<file path="config.mk">
export PLATFORM = sky130hd
export DESIGN_NAME = fifo_wr_ctrl
export DESIGN_NICKNAME = d
export VERILOG_FILES = /design/src/rtl/fifo_pkg.sv /design/src/rtl/fifo_ptr_sync.sv /design/src/rtl/fifo_wr_ctrl.sv
export SDC_FILE = /design/constraint.sdc
export NUM_CORES = 1
export LEC_CHECK = 0
export ABC_AREA = 1
export CELL_PAD_IN_SITES_DETAIL_PLACEMENT = 1
export CELL_PAD_IN_SITES_GLOBAL_PLACEMENT = 1
export CORE_ASPECT_RATIO = 1.1
export CORE_MARGIN = 1
export CORE_UTILIZATION = 33
export DETAILED_ROUTE_END_ITERATION = 10
export PLACE_DENSITY_LB_ADDON = 0.1
export SYNTH_ARGS = -nofsm -noshare
export SYNTH_HDL_FRONTEND = slang
export SYNTH_SLANG_ARGS = --single-unit
</file>
<file path="constraint.sdc">
create_clock -name wclk -period 2 [get_ports wclk]
set_clock_uncertainty 0.2 [all_clocks]
set_input_delay 0.4 -clock wclk [delete_from_list [all_inputs] [get_ports wclk]]
set_output_delay 0.4 -clock wclk [all_outputs]
set_load 0.02 [all_outputs]
</file>
<file path="src/rtl/fifo_pkg.sv">
// Shared async-FIFO definitions: default geometry, pointer type and Gray/binary conversions.
// Used by both the write-side and read-side pointer controllers.
package fifo_pkg;

  localparam int unsigned FIFO_ADDR_W = 3;

  // Conversion helpers work on a wide vector so any pointer width can zero-extend into them.
  localparam int unsigned PTR_MAX_W = 32;

  typedef logic [FIFO_ADDR_W:0] ptr_t;
  typedef logic [PTR_MAX_W-1:0] ptr_wide_t;

  function automatic ptr_wide_t bin2gray(input ptr_wide_t bin);
    return bin ^ (bin >> 1);
  endfunction

  // Leading zero bits of a zero-extended Gray value leave the low binary bits unaffected.
  function automatic ptr_wide_t gray2bin(input ptr_wide_t gray);
    ptr_wide_t bin;
    bin[PTR_MAX_W-1] = gray[PTR_MAX_W-1];
    for (int i = PTR_MAX_W - 2; i >= 0; i--) begin
      bin[i] = bin[i+1] ^ gray[i];
    end
    return bin;
  endfunction

endpackage

</file>
<file path="src/rtl/fifo_ptr_sync.sv">
// Two-flop synchronizer for a Gray-coded FIFO pointer crossing into the local clock domain.
// Synchronous active-high reset clears both stages.
module fifo_ptr_sync #(
  parameter int unsigned WIDTH = 4
) (
  input  logic             clk,
  input  logic             rst,
  input  logic [WIDTH-1:0] d_in,
  output logic [WIDTH-1:0] d_out
);

  logic [WIDTH-1:0] stage1_q;
  logic [WIDTH-1:0] stage2_q;

  always_ff @(posedge clk) begin
    if (rst) begin
      stage1_q <= '0;
      stage2_q <= '0;
    end else begin
      stage1_q <= d_in;
      stage2_q <= stage1_q;
    end
  end

  assign d_out = stage2_q;

endmodule

</file>
<file path="src/rtl/fifo_wr_ctrl.sv">
// Write-side pointer/flag controller of the async FIFO: write address/enable, Gray write
// pointer, synchronized read pointer and full flag. FIFO_WR_ALMOST_FULL_EN adds almost_full.
module fifo_wr_ctrl
  import fifo_pkg::*;
#(
  parameter int unsigned ADDR_WIDTH     = FIFO_ADDR_W,
  parameter int unsigned ALMOST_FULL_TH = 6
) (
  input  logic                  wclk,
  input  logic                  wrst,
  input  logic                  winc,
  input  logic [ADDR_WIDTH:0]   gray_rd_ptr,
  output logic [ADDR_WIDTH-1:0] waddr,
  output logic                  wclken,
  output logic [ADDR_WIDTH:0]   gray_wr_ptr,
`ifdef FIFO_WR_ALMOST_FULL_EN
  output logic                  full,
  output logic                  almost_full
`else
  output logic                  full
`endif
);

  localparam int unsigned PtrW = ADDR_WIDTH + 1;

  if (ADDR_WIDTH < 2) begin : g_aw_check
    $error("ADDR_WIDTH must be at least 2");
  end
  if (ALMOST_FULL_TH > (2 ** ADDR_WIDTH)) begin : g_th_check
    $error("ALMOST_FULL_TH exceeds FIFO depth");
  end

  logic [PtrW-1:0] wr_ptr_q;
  logic [PtrW-1:0] gray_wr_ptr_q;
  logic [PtrW-1:0] wr_ptr_next;
  logic [PtrW-1:0] gray_wr_ptr_next;
  logic [PtrW-1:0] rq2;
  logic [PtrW-1:0] full_match;

  fifo_ptr_sync #(
    .WIDTH (PtrW)
  ) u_rd_ptr_sync (
    .clk   (wclk),
    .rst   (wrst),
    .d_in  (gray_rd_ptr),
    .d_out (rq2)
  );

  // Full when the write pointer has lapped the read pointer once: top two Gray bits inverted.
  assign full_match = {~rq2[PtrW-1:PtrW-2], rq2[PtrW-3:0]};

  always_comb begin
    full             = (gray_wr_ptr_q == full_match);
    wclken           = winc & ~full;
    wr_ptr_next      = wr_ptr_q + PtrW'(1);
    gray_wr_ptr_next = PtrW'(bin2gray(PTR_MAX_W'(wr_ptr_next)));
  end

  always_ff @(posedge wclk) begin
    if (wrst) begin
      wr_ptr_q      <= '0;
      gray_wr_ptr_q <= '0;
    end else if (wclken) begin
      wr_ptr_q      <= wr_ptr_next;
      gray_wr_ptr_q <= gray_wr_ptr_next;
    end
  end

  assign waddr       = wr_ptr_q[ADDR_WIDTH-1:0];
  assign gray_wr_ptr = gray_wr_ptr_q;

`ifdef FIFO_WR_ALMOST_FULL_EN
  localparam logic [PtrW-1:0] AfTh = PtrW'(ALMOST_FULL_TH);

  logic [PtrW-1:0] rbin;
  logic [PtrW-1:0] wcount;

  // Occupancy uses the stale synchronized read pointer, so it can only over-estimate.
  always_comb begin
    rbin        = PtrW'(gray2bin(PTR_MAX_W'(rq2)));
    wcount      = wr_ptr_q - rbin;
    almost_full = (wcount >= AfTh) | full;
  end
`endif

`ifndef SYNTHESIS
  a_hold_when_full : assert property (@(posedge wclk) disable iff (wrst)
    full |=> $stable(wr_ptr_q));

  a_gray_one_bit : assert property (@(posedge wclk) disable iff (wrst)
    wclken |=> ($countones(gray_wr_ptr_q ^ $past(gray_wr_ptr_q)) == 1));
`endif

endmodule

</file>
==> results.json <==
{
  "highest_layer": "met4",
  "dpl.cell_count": 155,
  "clock_sinks": 15,
  "drtPass1Iterations": 1,
  "grt_max_degree": 11,
  "slew_violations": 0,
  "wl_met1_um": 639,
  "path_class": "register to output pin",
  "p_leak_nw": 0.535,
  "area_delta_synth_final_pct": 33.9,
  "wl_met2_um": 817,
  "syn_inst": 107,
  "met3WireLength_um": 40,
  "period_needed_ns": 1.93,
  "synth_area_um2": 723,
  "via_per_inst": 4.38,
  "cts-root-buf": "clkbuf_4",
  "ys_types": 16,
  "die_y_um": 51.1,
  "finalWorstSetupSlack_ns": 0.0727,
  "vdd_drop_max_mv": 0.530,
  "post_cts_buffers": 0,
  "drtAntennaViolNets": 0,
  "critPathArrivalTime_ns": 1.33,
  "num_io_pins": 16,
  "grt_pass1_vias": 632,
  "maxCapViolCount": 0,
  "syn-num-nets": 115,
  "drive_gt1_share_pct": 19.8,
  "nets": 140,
  "cp_max_fo": 3,
  "clk_pin_slew_ns": 0.10,
  "vias": 696,
  "dieArea_mm2": 0.00238,
  "yosys_warnings": 0,
  "fp.coreArea_mm2": 0.00204,
  "antenna_found_initial": 0,
  "die_x_um": 46.6,
  "cpPeakStageDelay_ns": 0.59,
  "grt_pass1_wl_um": 2540,
  "pre_cts_ws_ns": -0.208,
  "htreeDepth": 1,
  "crit_slowest_cell": "clkdlybuf4s50_1",
  "diodes": 0,
  "grt-ovfl-total": 0,
  "ys_seq_area_share_pct": 41.5,
  "grtUsageTotal_pct": 15.3,
  "gp_congestion": 0.698,
  "routedWlPerCell_um": 9.62,
  "rsz0062_at_grt": "no",
  "holdWs_ns": 0.210,
  "cp-start-kind": "register",
  "relSlewSlack_pct": 82.6,
  "final_area_um2": 968,
  "dpl.hpwl_um": 1200,
  "end_kind": "output pin",
  "initial_core_util_pct": 35.4,
  "cts_tree": "built",
  "io_buffers": 15,
  "crit_path_cell_trace": "buf_4, clkdlybuf4s50_1",
  "hp-class": "register to register",
  "clkLatencyLatePin_ns": 0.29,
  "crit_required_ns": 1.40,
  "finalWirelength_um": 1530,
  "timing.final.crit_share_pct": 96.4,
  "status": "complete, no violations",
  "synth_seq_cells": 15,
  "dr.first_iter.drc_count": 0,
  "fmaxAchievable_mhz": 519,
  "finalSetupViolCount": 0,
  "placed_area_um2": 942,
  "cts_buffer_depth": 2,
  "rows": 17,
  "worstMarginPinSlew_ns": 0.260,
  "fin_cells": 159,
  "final_hold_viol_count": 0,
  "cts_inserted_buffers": 3,
  "power_density_mw_per_mm2": 727,
  "avgSynthCellArea_um2": 6.76,
  "drcViolationCount": 0
}
[synth_stat cells, drive strengths merged]
cell type,number,area share [%]
nand3,8,8.3
inv,22,11
xor2,1,1.2
or2,1,0.87
buf,3,3.6
nand4,1,0.87
nor2,19,10
nand2,31,17
a21oi,5,3.5
dfxtp,15,42
ha,1,1.7
[final timing paths]
path | endpoint | start | slack, ns | depth (start not counted)
setup / recovery | gray_wr_ptr[1] | gray_wr_ptr[1] | 0.07 | 2
hold reg to reg | u_rd_ptr_sync.d_out[1] | u_rd_ptr_sync.stage1_q[1] | 0.21 | 2
setup reg to reg | gray_wr_ptr[1] | wr_ptr_q[0] | 0.43 | 8
hold / removal | u_rd_ptr_sync.d_out[1] | u_rd_ptr_sync.stage1_q[1] | 0.21 | 2
[routing by layer]
layer / track usage [%] / vias to the layer above
met5: 0 / -
met2: 27.8 / 12
met4: 8.57 / 0
li1: - / 362
met3: 3.18 / 4
met1: 15.4 / 318
[registers in the layout, summed over array words and instances, names as in the netlist]
signal and flops:
u_rd_ptr_sync.stage1_q 4, u_rd_ptr_sync.d_out 4, wr_ptr_q 4, gray_wr_ptr 3
[worst max-delay path: cells and delay by family (launching register included)]
kind | cells | cell delay [ns]
buf+inv | 2 | 0.70
flops | 1 | 0.35
[power by group]
group,internal [W],switching [W],total [W]
clock network,0.0000743,0.000107,0.000181
logic,0.0000848,0.0000985,0.000183
registers,0.000322,0.0000182,0.000340
[layout make-up]
type,count,area (um2)
well taps,28,35.0
multi-input cells,67,317
flip-flops and latches,15,304
clock buffers,3,22.5
inverters,22,82.6
repair buffers,23,203
fillers,291,1070
clock inverters,1,5.00
[cell families (layout without fill, tap and decap cells)]
| family | count (synthesis) | count (layout) | synth area share (%) |
|---|---|---|---|
| AND/OR/NAND/NOR | 60 | 60 | 37.0 |
| flip-flops | 15 | 15 | 41.5 |
| XOR/XNOR | 1 | 1 | 1.21 |
| adder cells (fa/ha/maj) | 1 | 1 | 1.73 |
| AO/OA/AOI/OAI | 5 | 5 | 3.46 |
| buffers and inverters | 25 | 49 | 15.1 |
[repair_timing]
action                                 4_1_cts  5_1_grt
endpoints found under the hold margin        0        0
setup endpoints to repair                    5        4
hold buffers                                 0        0
pin swaps                                    0        0
gates resized for setup                     11        4
[metrics by stage]
step / util (%) / TNS [ns] / total power (W)
2_1_floorplan: - / 0 / 0.000457
3_3_place_gp: 46.1 / -0.178 / 0.000527
3_5_place_dp: 46.1 / -0.208 / 0.000535
4_1_cts: 47.3 / 0 / 0.000719
5_1_grt: 47.4 / 0 / 0.000755
6_report: 47.4 / 0 / 0.000705
[layout by cell type (no fill, tap or decap)]
cell and instances:
a21oi_1 5, clkinv_2 1, dlymetal6s2s_1 2, inv_2 1
or2_1 1, nand3_2 4, ha_1 1, nand2_2 2
nand3_1 4, clkbuf_4 3, dfxtp_2 3, nor2_2 2
clkdlybuf4s50_1 9, clkbuf_2 1, nand4_1 1, inv_1 21
buf_4 8, buf_2 1, nor2_1 17, nand2_1 29
xor2_1 1, dlygate4sd2_1 2, dfxtp_1 12
Note: power is estimated with default switching activity, not from simulation.
